===== src/rtl/alu_ex_stage.sv =====
// rtl/alu_ex_stage.sv - RV32 execute stage: funct decode, yAlu, registered result behind valid/ready
// Optional 2-entry main+skid buffer with registered in_ready when ALU_EX_SKID_EN is defined.
module alu_ex_stage #(
  parameter int CNT_W = 16
) (
  input  logic             clk,
  input  logic             rst_n,
  input  logic             in_valid,
  output logic             in_ready,
  input  logic [31:0]      in_a,
  input  logic [31:0]      in_b,
  input  logic [2:0]       in_funct3,
  input  logic             in_funct7b5,
  input  logic             in_is_rtype,
  input  logic             in_is_branch,
  input  logic [4:0]       in_rd,
  output logic             out_valid,
  input  logic             out_ready,
  output logic [31:0]      out_result,
  output logic             out_zero,
  output logic             out_taken,
  output logic             out_wen,
  output logic [4:0]       out_rd,
  output logic             out_illegal,
  output logic [CNT_W-1:0] op_count
);

  typedef struct packed {
    logic [31:0] result;
    logic        zero;
    logic        taken;
    logic        wen;
    logic [4:0]  rd;
    logic        illegal;
  } payload_t;

  localparam logic [2:0] OP_AND = 3'b000;
  localparam logic [2:0] OP_OR  = 3'b001;
  localparam logic [2:0] OP_ADD = 3'b010;
  localparam logic [2:0] OP_SUB = 3'b110;
  localparam logic [2:0] OP_NOP = 3'b011;

  function automatic logic [31:0] y_alu(input logic [2:0] op, input logic [31:0] a,
                                        input logic [31:0] b);
    case (op)
      OP_AND:  y_alu = a & b;
      OP_OR:   y_alu = a | b;
      OP_ADD:  y_alu = a + b;
      OP_SUB:  y_alu = a - b;
      default: y_alu = 32'h0;
    endcase
  endfunction

  logic [2:0]  alu_op;
  logic        dec_illegal;
  logic [31:0] alu_z;
  logic        alu_zero;
  payload_t    new_p;
  logic        in_fire;

  // Branch flag wins over the R-type flag; illegal codes force the no-op encoding.
  always_comb begin
    alu_op      = OP_NOP;
    dec_illegal = 1'b0;
    if (in_is_branch) begin
      alu_op      = OP_SUB;
      dec_illegal = (in_funct3[2:1] != 2'b00);
    end else begin
      case (in_funct3)
        3'b000:  alu_op = (in_is_rtype && in_funct7b5) ? OP_SUB : OP_ADD;
        3'b111:  alu_op = OP_AND;
        3'b110:  alu_op = OP_OR;
        default: dec_illegal = 1'b1;
      endcase
    end
    if (dec_illegal) alu_op = OP_NOP;
  end

  assign alu_z    = y_alu(alu_op, in_a, in_b);
  assign alu_zero = (alu_z == 32'h0);

  always_comb begin
    new_p         = '0;
    new_p.result  = alu_z;
    new_p.zero    = alu_zero;
    new_p.taken   = in_is_branch && !dec_illegal && (in_funct3[0] ? !alu_zero : alu_zero);
    new_p.wen     = !in_is_branch && !dec_illegal && (in_rd != 5'd0);
    new_p.rd      = in_rd;
    new_p.illegal = dec_illegal;
  end

  assign in_fire = in_valid && in_ready;

  logic     main_valid;
  payload_t main_q;

`ifdef ALU_EX_SKID_EN
  logic     skid_valid;
  payload_t skid_q;
  logic     in_ready_q;

  assign in_ready = in_ready_q;

  always_ff @(posedge clk) begin
    if (!rst_n) begin
      main_valid <= 1'b0;
      main_q     <= '0;
      skid_valid <= 1'b0;
      skid_q     <= '0;
      in_ready_q <= 1'b1;
    end else begin
      if (!main_valid || out_ready) begin
        // Main drains this edge: skid has priority since it holds the older op.
        if (skid_valid) begin
          main_q     <= skid_q;
          main_valid <= 1'b1;
          skid_valid <= 1'b0;
        end else if (in_fire) begin
          main_q     <= new_p;
          main_valid <= 1'b1;
        end else begin
          main_valid <= 1'b0;
        end
      end else if (in_fire) begin
        skid_q     <= new_p;
        skid_valid <= 1'b1;
      end
      in_ready_q <= !(main_valid && !out_ready && (skid_valid || in_fire));
    end
  end
`else
  assign in_ready = !main_valid || out_ready;

  always_ff @(posedge clk) begin
    if (!rst_n) begin
      main_valid <= 1'b0;
      main_q     <= '0;
    end else if (in_ready) begin
      main_valid <= in_valid;
      if (in_valid) main_q <= new_p;
    end
  end
`endif

  always_ff @(posedge clk) begin
    if (!rst_n) begin
      op_count <= '0;
    end else if (in_fire) begin
      op_count <= op_count + CNT_W'(1);
    end
  end

  assign out_valid   = main_valid;
  assign out_result  = main_q.result;
  assign out_zero    = main_q.zero;
  assign out_taken   = main_q.taken;
  assign out_wen     = main_q.wen;
  assign out_rd      = main_q.rd;
  assign out_illegal = main_q.illegal;

endmodule


===== config.mk =====
export PLATFORM = sky130hd
export DESIGN_NAME = alu_ex_stage
export DESIGN_NICKNAME = d
export VERILOG_FILES = /design/src/rtl/alu_ex_stage.sv
export SDC_FILE = /design/constraint.sdc
export NUM_CORES = 1
export LEC_CHECK = 0
export ABC_AREA = 1
export BUFFER_PORTS_ARGS = -buffer_cell sky130_fd_sc_hd__buf_2
export CAP_MARGIN = 10
export CORE_MARGIN = 10
export CORE_UTILIZATION = 30
export CTS_BUF_LIST = sky130_fd_sc_hd__clkbuf_8
export DETAILED_ROUTE_END_ITERATION = 12
export GPL_TIMING_DRIVEN = 1
export PLACE_DENSITY_LB_ADDON = 0.08
export SYNTH_ARGS = -nofsm -noshare
export SYNTH_HDL_FRONTEND = slang
export SYNTH_SLANG_ARGS = --single-unit

===== constraint.sdc =====
create_clock -name clk -period 9.4 [get_ports clk]
set_clock_uncertainty 0.15 [all_clocks]
set_input_delay 2.82 -clock clk [delete_from_list [all_inputs] [get_ports clk]]
set_output_delay 2.82 -clock clk [all_outputs]
set_load 0.05 [all_outputs]

# == Word-level counts from Yosys, hierarchy flattened ==
# Cells that the tools add are included.
# totals
register_bits,58
latchBits,0
ramBits,0
rom_bits,0
in_bits,79
out_inout_bits,59
elab_cells,44
mem_count,0
# classes
addsub,3
n_mul,0
n_div,0
n_lt_le_gt_ge,0
eq_ne,5
shift,0
n_mux,8
bitwise_logic,2
reduce_logical,18
# op_table
cell,count
$pmux 32 s4,1
$add 32x32->32,1
$and 32x32->32,1
$logic_not 32->1,1
$or 32x32->32,1
$sub 32x32->32,1
$add 16x1->16 const B,1
$eq 3x3->1 const B,3
$mux 3,3
$pmux 3 s3,1
$logic_and 1x1->1,6
$logic_not 3->1,2
$reduce_bool 5->1,1
$logic_not 1->1,4
$eq 3x1->1 const B,1
$eq 3x2->1 const B,1
$mux 1,3
$reduce_or 3->1,1
$reduce_and 2->1,1
$reduce_bool 2->1,1
$logic_or 1x1->1,1

# == Logic depth before layout (Yosys ltp) ==
# Gate-level depths: netlist of the first run.
# depth
word_depth,11
ltp_mapped,31
depth_no_buf,31

# == Worst setup path after synthesis of the first run ==
# No wires, ideal clock.
# synth_path
path_type,in2reg
startpoint,input port in_b[0]
endpoint,register main_q (netlist bit out_taken)
setup_ps,66
arrival_time_ps,5931
t_required_ps,9184
slack_ps,3253
cell_stages,26
path_buffers,0
cell_sequence,inv_1 -> ha_1 -> nand3_1 -> nor3_1 -> nor3b_2 -> nand3_1 -> o21ai_1 -> o21ai_1 -> nor2_1 -> o21ai_1 -> xor2_1 -> ha_1 -> a21oi_1 -> a21boi_0 -> nand2_1 -> a21oi_1 -> nand2_2 -> nor2_1 -> nor2_1 -> nor2_1 -> nand3_1 -> nor2_2 -> nand3_1 -> nand2_1 -> nand3_2 -> a21oi_2
# synth_between
elab_chain_cells,6
word_cells_on_any_way,9
cone_classes,add/sub (2); mux (2); bitwise (2); reduce/logical (3)
# synth_lines
element,line,text
start: declaration,11,"input logic [31:0] in_b,"
"$sub 32x32->32, or another cell as far along",49,OP_SUB: y_alu = a - b;
$pmux 32 s4 *,45,case (op)
$logic_not 32->1 *,80,assign alu_zero = (alu_z == 32'h0);
$logic_not 1->1,86,new_p.taken = in_is_branch && !dec_illegal && (in_funct3[0] ? !alu_zero : alu_zero);
$mux 1 *,86,
$logic_and 1x1->1 *,86,
end signal: assignment,140,if (in_valid) main_q <= new_p;
end: declaration,95,payload_t main_q;
# Every way passes the cells marked *; elsewhere a longest branch is shown, timed or not.
# A chain may end at the register's enable or synchronous reset.

# == Final worst setup path of the first run ==
# layout_path
startpoint,input port in_funct3[0]
endpoint,register main_q (netlist bit out_taken)
# layout_between
elab_chain_cells,11
word_cells_on_any_way,20
cone_classes,eq/ne (5); mux (7); reduce/logical (8)
# layout_lines
element,line,text
start: declaration,12,"input logic [2:0] in_funct3,"
$eq 3x3->1 / $logic_not 3->1 (equally long branches),69,case (in_funct3)
$reduce_or 3->1 (no source line),n/a,
$mux 1,69,
$mux 1,65,if (in_is_branch) begin
$mux 3,76,if (dec_illegal) alu_op = OP_NOP;
"$eq 3x3->1, or another cell as far along",45,
$pmux 32 s4,45,
$logic_not 32->1,80,
$logic_not 1->1,86,
$mux 1,86,
$logic_and 1x1->1 *,86,
# Marks and branches as above.

==> results of run 1 <==
[power breakdown]
part / total [µW] / switching (µW) / internal, µW / leakage, µW
Combinational: 445 / 312 / 133 / 0.00362
Sequential: 269 / 8.16 / 261 / 0.000477
Clock: 211 / 102 / 108 / 0.0000988
Total: 925 / 423 / 502 / 0.00419
[how the worst max path moves through the flow]
| stage | from | endpoint | slack [ps] |
|---|---|---|---|
| floorplan | in_b[0] | out_taken | 3250 |
| global placement | in_funct3[0] | out_taken | 1710 |
| detailed placement | in_funct3[0] | out_taken | 1690 |
| CTS | in_funct3[0] | out_taken | 2030 |
| global route | in_funct3[0] | out_taken | 1490 |
| finish | in_funct3[0] | out_taken | 1990 |
[registers in the layout (all words and copies together) (netlist names)]
name	cells
out_valid	1
out_wen	1
out_result	32
out_illegal	1
out_zero	1
op_count	16
out_rd	5
out_taken	1
[area by class of cell]
class,instances,area [µm²]
inverter,199,747
multi-input combinational,864,4450
fill,2497,13600
clock inverter,5,28.8
timing repair buffer,137,686
clock buffer,11,151
tap,275,344
sequential,58,1160
[synthesized netlist by cell type (2+ instances only)]
| cell | n | area [µm²] |
|---|---|---|
| maj3_1 | 24 | 240 |
| nand2_2 | 15 | 93.8 |
| or2_2 | 2 | 12.5 |
| buf_1 | 2 | 7.51 |
| inv_1 | 187 | 702 |
| ha_1 | 35 | 438 |
| dfxtp_1 | 58 | 1160 |
| xnor2_1 | 16 | 140 |
| nor3_1 | 12 | 60.1 |
| or2_1 | 4 | 25.0 |
| xor2_1 | 14 | 123 |
| o211ai_1 | 6 | 45.0 |
| nor4_1 | 2 | 12.5 |
| nor2_1 | 150 | 563 |
| clkbuf_1 | 15 | 56.3 |
| buf_2 | 5 | 25.0 |
| nor3_2 | 5 | 50.1 |
| o21ai_1 | 10 | 50.1 |
| o21bai_1 | 4 | 30.0 |
| nand4_1 | 14 | 87.6 |
| o21ai_0 | 60 | 300 |
| and3_1 | 3 | 18.8 |
| nor2_2 | 17 | 106 |
| a21oi_1 | 44 | 220 |
| buf_6 | 3 | 33.8 |
| nand2_1 | 330 | 1240 |
| nand3_2 | 7 | 70.1 |
| inv_2 | 11 | 41.3 |
| nand3_1 | 75 | 375 |
[cell families (layout without fill, tap and decap cells)]
family                   after synthesis  count (layout)  synth area share
adder cells (fa/ha/maj)               60              60             0.108
buffers and inverters                225             352             0.135
XOR/XNOR                              30              30            0.0405
AO/OA/AOI/OAI                        131             131             0.109
flip-flops                            58              58             0.179
AND/OR/NAND/NOR                      643             643             0.429
[cell usage in the layout (no fill, tap or decap), drive strengths merged]
cell type,instances
nand4,14
or2,6
ha,35
o21ai,70
buf,137
o41ai,1
a21oi,45
fa,1
nor2,167
and3,3
nand2,346
nor3b,2
nand3b,1
a31oi,1
maj3,24
clkbuf,11
inv,198
xnor2,16
nor3,17
a21boi,1
o21bai,4
dfxtp,58
o211ai,6
a21o,1
and2,2
xor2,14
nor4,3
clkinv,6
o21a,1
nand3,82
o31ai,1
[worst register-to-register path, cell delays in order, from the launching register on]
cell	delay, ps
dfxtp_1	310
nand2_2	90
nand2_2	360
inv_2	880
nand3_1	220
nor2_1	200
nand2_1	90
nor2_1	150
nand2_1	100
nor2_1	170
nand4_1	220
nor4_2	230
o21ai_0	110
a21oi_1	130
[layer usage]
metal	vias up	GRT usage	wire length (µm)
met3	25	0.0377	1490
li1	3837	-	-
met4	0	0.0328	367
met5	-	0	0
met1	3222	0.244	12500
met2	198	0.288	11600
[through the flow]
step | power (µW) | util | hold slack [ps]
4_1_cts | 936 | 0.358 | 329
6_report | 925 | 0.358 | 322
3_5_place_dp | 722 | 0.349 | 317
3_3_place_gp | 724 | 0.349 | 321
2_1_floorplan | 586 | - | 535
5_1_grt | 1000 | 0.358 | 350
==> run metrics, run 1 <==
run status completed; CP dominant cell by count nor2_1; antenna violations before repair 1; CTS tree done; crit-path max cell delay about 570 ps; startpoint type of the worst setup path primary input; fin cells 1,549; DRC violations left 0; ys async rst share 0; RSZ-0062 raised after global routing false; min cycle time layout around 7400 ps; period utilisation layout 0.788; sequential fraction of the synthesis area 0.179; via count of the routed design roughly 7,300; CTS Hold Buffers Added 0; die area around 28,000 µm²; clk root buf clkbuf_8; diode count 0; CP top delay family simple AND/OR/NAND/NOR gates; Slew HR 0.286; synthesized flop and latch total 58; WP depth 25; DP Area 7380 µm²; CTS Sinks 58; Initial Utilization 0.307; Final setup viols 0; Setup WS post-layout 1990 ps; crit path max-delay cell type nand2_1; R2R depth 13; Peak VDD IR between 0.00005 and 0.00006 V; largest net degree at the start of global routing 58; Synth warnings 0; Total GRT Usage 0.180; static leakage between 0.004 and 0.005 µW; dpl cells between 1,500 and 2,000; Fin Setup TNS 0 ps; Hold Path Class reg2reg; Longest Clk Path Bufs 2; share of post-route cells with drive strength above 1 0.170; area of the mapped netlist 6480 µm²; Area Growth Syn to Fin 16.7%; Die Wd 167 µm; wire length of the first global-routing pass 40,100 µm; Post-Syn Nets approximately 1,300; Post-CTS Setup Inserts 0; CTS H-tree lvls 3; Pre-Repair DR Iteration Count 5; max-slew violation count 0; hold depth 2; # rows 53; Port Buffer Count 137; Worst Hold End out_illegal; kind of critical path in2reg; Total Nets Final around 1,400; insertion delay to the later sink of the worst-skew pair ~350 ps; dpl hpwl roughly 22,000 µm; Hold Crit Start out_illegal; ys flop type dfxtp_1; reg-to-reg endpoint op_count[14]; Worst EP arrival around 7500 ps; Post-synth EDFFs 0; WP data required 9510 ps; vias in the first global route roughly 7,000; post-synth cell types 46; Final ANT Viol Nets 0; vias per cell 4.70; Final Instance Area between 7000 and 8000 µm²; Post-Route WL 26,000 µm; wire per inst approximately 17 µm; clk slew on worst S/H paths roughly 70 ps; reg2reg start out_valid; Starting DRT DRC Count 430; Slew @ Worst Pin about 1100 ps; I/O pins roughly 140; Synth Instances 1,147; fmax 0.135 GHz; global placer's final weighted congestion around 0.94; max_cap viols 0; Setup crit end kind flip-flop; GRT overflow 0; Final Hold Vio Count 0; Buf+Inv Stages, Crit Path 3; pre-CTS setup slack between 1500 and 2000 ps; core area 21,200 µm²; Worst R2R Setup Slack 5940 ps; Die Y roughly 170 µm; largest fanout on the critical path 30; CTS buffer count 9; quantity of gates resized following cts 0; Mapped Avg Cell Area ~5.7 µm²; Pwr Density 122 nW/µm²
(Power assumes the default switching activity.)
==> run 2: changes to the inputs <==
==> constraint.sdc (replaced) <==
create_clock -name clk -period 7.1 [get_ports clk]
set_clock_uncertainty 0.15 [all_clocks]
set_input_delay 2.13 -clock clk [delete_from_list [all_inputs] [get_ports clk]]
set_output_delay 2.13 -clock clk [all_outputs]
set_load 0.05 [all_outputs]
==> run metrics, run 2 (synthesized netlist as in run 1, its figures left out) <==
largest net degree at the start of global routing between 50 and 60; largest fanout on the critical path 5; CTS H-tree lvls 3; min cycle time layout just over 6000 ps; Starting DRT DRC Count approximately 470; most frequent cells in the layout nand2_1, inv_1, nor2_1; die area between 20,000 and 30,000 µm²; crit-path max cell delay 390 ps; CTS buffer count 9; run status completed; Internal Power roughly 640 µW; startpoint type of the worst setup path primary input; Switching Power roughly 550 µW; share of post-route cells with drive strength above 1 0.169; quantity of gates resized following cts 0; DRC violations left 0; GRT overflow 0; Slew @ Worst Pin 1080 ps; Logic pwr share 0.495; most common cell after layout, fill and taps aside nand2_1; CTS Hold Buffers Added 0; Fin Setup TNS 0 ps; clock power share 0.206; Seq pwr share 0.298; vias in the first global route between 6,000 and 7,000; via count of the routed design about 7,300; Final Instance Area 7560 µm²; dpl cells 1,536; clk root buf clkbuf_8; Post-Route WL between 20,000 and 30,000 µm; kind of critical path in2reg; Longest Clk Path Bufs 2; Hold Path Class reg2reg; Final setup viols 0; Initial Utilization 0.307; clk slew on worst S/H paths around 60 ps; vias per cell 4.70; diode count 0; Total GRT Usage 0.175; Port Buffer Count approximately 140; fmax around 0.16 GHz; Die Wd ~170 µm; Die Y about 170 µm; max FFs per register 32; crit path max-delay cell type ha_1; RSZ-0062 raised after global routing false; Pwr Density 158 nW/µm²; period utilisation layout 0.874; Area Growth Syn to Fin 16.6%; dpl hpwl approximately 22,000 µm; CTS tree done; # rows between 50 and 60; CTS Sinks 58; antenna violations before repair 0; Slew HR 0.276; Hold Slack 316 ps; Pre-Repair DR Iteration Count 5; Final Hold Vio Count 0; WP data required 7200 ps; max_cap viols 0; Total Nets Final 1,387; Peak VDD IR approximately 0.000073 V; Post-CTS Setup Inserts 0; insertion delay to the later sink of the worst-skew pair ~330 ps; static leakage between 0.004 and 0.005 µW; I/O pins 138; CP dominant cell by count nand2_1; wire per inst approximately 17 µm; wire length of the first global-routing pass between 30,000 and 40,000 µm; core area 21,200 µm²; Final ANT Viol Nets 0; max-slew violation count 0; DP Area between 7000 and 8000 µm²; final core utilization 0.357; fin cells 1,551; switch share 0.463; Setup crit end kind flip-flop; global placer's final weighted congestion roughly 0.95; Worst EP arrival between 6000 and 7000 ps
## run 2: cell count changes in the layout (fill, tap and decap cells not counted), sizes merged
cell and delta:
clkbuf -2, clkinv -1, buf +3, inv +2
## run 2: routing by layer
metal,track usage,part of all wire
met1,0.237,0.48
met3,0.0379,0.059
met4,0.0298,0.013
met5,0,0
met2,0.281,0.45
## run 2: critical path: cells and delay by family
| kind | cells | cell delay, ps |
|---|---|---|
| compound gates | 3 | 660 |
| fa+ha+maj | 2 | 570 |
| simple gates | 19 | 2540 |
| xor+xnor | 1 | 180 |
| buf+inv | 2 | 210 |
## run 2: final cells by class
class                           instances  area (µm²)
Inverter                              199         747
Fill cell                            2485       13600
Clock inverter                          6        27.5
Tap cell                              275         344
Multi-Input combinational cell        864        4450
Timing Repair Buffer                  140         708
Clock buffer                            9         124
Sequential cell                        58        1160
## run 2: worst paths after layout
| kind | slack, ps | end | cells past startpoint | start |
|---|---|---|---|---|
| worst max-delay path | 890 | out_taken | 27 | in_b[0] |
| worst min-delay path | 320 | out_illegal | 2 | out_illegal |
| worst max register to register | 4480 | op_count[14] | 13 | out_valid |
| worst min register to register | 320 | out_illegal | 2 | out_illegal |
## run 2: power by group through the flow
stage | registers [µW] | logic, µW | clock network, µW
2_1_floorplan | 432 | 344 | 0
4_1_cts | 357 | 596 | 256
6_report | 357 | 592 | 246
3_3_place_gp | 364 | 596 | 0
5_1_grt | 359 | 661 | 272
3_5_place_dp | 364 | 593 | 0
## run 2: stage by stage
| stage | power (µW) | setup WS, ps |
|---|---|---|
| after floorplan | 776 | 1640 |
| after global placement | 960 | 600 |
| after detailed placement | 957 | 562 |
| after CTS | 1210 | 910 |
| after global routing | 1290 | 427 |
| final | 1200 | 895 |
==> run 3: changes to the inputs <==
--- a/config.mk
+++ b/config.mk
@@ -6,6 +6,7 @@
 export NUM_CORES = 1
 export LEC_CHECK = 0
 export ABC_AREA = 1
+export ABC_CLOCK_PERIOD_IN_PS = 6000
 export BUFFER_PORTS_ARGS = -buffer_cell sky130_fd_sc_hd__buf_2
 export CAP_MARGIN = 10
 export CORE_MARGIN = 10
==> constraint.sdc (replaced) <==
create_clock -name clk -period 6 [get_ports clk]
set_clock_uncertainty 0.15 [all_clocks]
set_input_delay 1.8 -clock clk [delete_from_list [all_inputs] [get_ports clk]]
set_output_delay 1.8 -clock clk [all_outputs]
set_load 0.05 [all_outputs]
==> run metrics, run 3 (synthesized netlist as in run 1, its figures left out) <==
run status completed; static leakage between 0.004 and 0.005 µW; share of post-route cells with drive strength above 1 0.183; max-slew violation count 0; Post-Route WL 25,800 µm; Hold Crit Start out_illegal; global placer's final weighted congestion 0.990; most frequent cells in the layout nand2_1, inv_1, nor2_1; Longest Clk Path Bufs 2; Final Hold Vio Count 0; Post-CTS Setup Inserts 0; Port Buffer Count 137; Hold Path Class reg2reg; CTS tree done; Die Wd 167 µm; fin cells 1,568; min cycle time layout roughly 5600 ps; CP dominant cell by count nand2_1; via count of the routed design ~7,400; wire length of the first global-routing pass roughly 40,000 µm; Starting DRT DRC Count 509; Die Y around 170 µm; Setup crit end kind flip-flop; period utilisation layout 0.938; # rows 53; fill cell count between 2,000 and 2,500; fmax ~0.18 GHz; DRC violations left 0; Setup WS post-layout around 370 ps; Pwr Density a little under 200 nW/µm²; startpoint type of the worst setup path primary input; largest fanout on the critical path 5; max_cap viols 0; Buf+Inv Stages, Crit Path 3; Pre-Repair DR Iteration Count 5; most common cell after layout, fill and taps aside nand2_1; Slew @ Worst Pin 1130 ps; crit-path max cell delay approximately 380 ps; CTS H-tree lvls 3; kind of critical path in2reg; die area roughly 28,000 µm²; Slew HR 0.248; max FFs per register 32; Area Growth Syn to Fin 19.3%; vias per cell 4.73; crit path max-delay cell type ha_1; final core utilization 0.366; WP data required between 6000 and 7000 ps; Final ANT Viol Nets 0; diode count 0; Fin Setup TNS 0 ps; GRT overflow 0; Total GRT Usage 0.178; Peak VDD IR between 0.0001 and 0.00015 V; insertion delay to the later sink of the worst-skew pair approximately 350 ps; RSZ-0062 raised after global routing false; clk slew on worst S/H paths roughly 80 ps; Total Nets Final about 1,400; dpl hpwl ~22,000 µm; Critical Path Start in_b[0]; clk root buf clkbuf_8; Final setup viols 0; wire per inst 16.5 µm; antenna violations before repair 0; I/O pins 138; CTS Hold Buffers Added 0; Worst EP arrival 5740 ps; Initial Utilization 0.307; reg2reg start out_valid; dpl cells 1,552; Hold Slack approximately 330 ps; largest net degree at the start of global routing 57; core area approximately 21,000 µm²; CP top delay family simple AND/OR/NAND/NOR gates; vias in the first global route between 7,000 and 8,000; CTS Sinks 58; CTS buffer count 9; pre-CTS setup slack approximately 75 ps
==> run 3: layout make-up <==
type                       instances  area [µm²]  area share
tap                              275         344      0.0445
multi-input combinational        864        4450       0.575
timing repair buffer             156         828       0.107
clock buffer                      11         151      0.0196
clock inverter                     5        52.6     0.00680
sequential                        58        1160       0.150
inverter                         199         747      0.0966
==> run 3: path summary, 6_finish.rpt <==
kind,cells past startpoint,to,slack (ps)
max,28,out_taken,370
min,2,out_illegal,330
max reg2reg,15,op_count[15],3360
min reg2reg,2,out_illegal,330
==> run 3: through the flow <==
stage                     power (µW)  instance area (µm²)
after floorplan                  918                 6480
after global placement          1150                 7530
after detailed placement        1140                 7530
after CTS                       1530                 7730
after global routing            1630                 7730
final                           1510                 7730
==> run 3: power by group <==
part | switching (µW) | total [µW] | internal [µW]
logic | 495 | 713 | 218
clock network | 163 | 375 | 212
registers | 12.7 | 421 | 409
total | 671 | 1510 | 839
==> run 3: layer usage <==
layer / vias up / GRT usage / share of wire
met5: - / 0 / 0
met4: 0 / 0.0378 / 0.018
met3: 24 / 0.0381 / 0.056
met2: 220 / 0.282 / 0.44
met1: 3303 / 0.242 / 0.48
li1: 3871 / - / -
==> run 3: repair_timing <==
action,CTS,global route
endpoints found under the hold margin,0,0
setup endpoints to repair,0,1
resized for setup,0,1
==> run 3: worst min-delay path: stages (launching register included) <==
cell and delay (ps):
dfxtp_1 320, nand2_1 60, a21oi_1 60
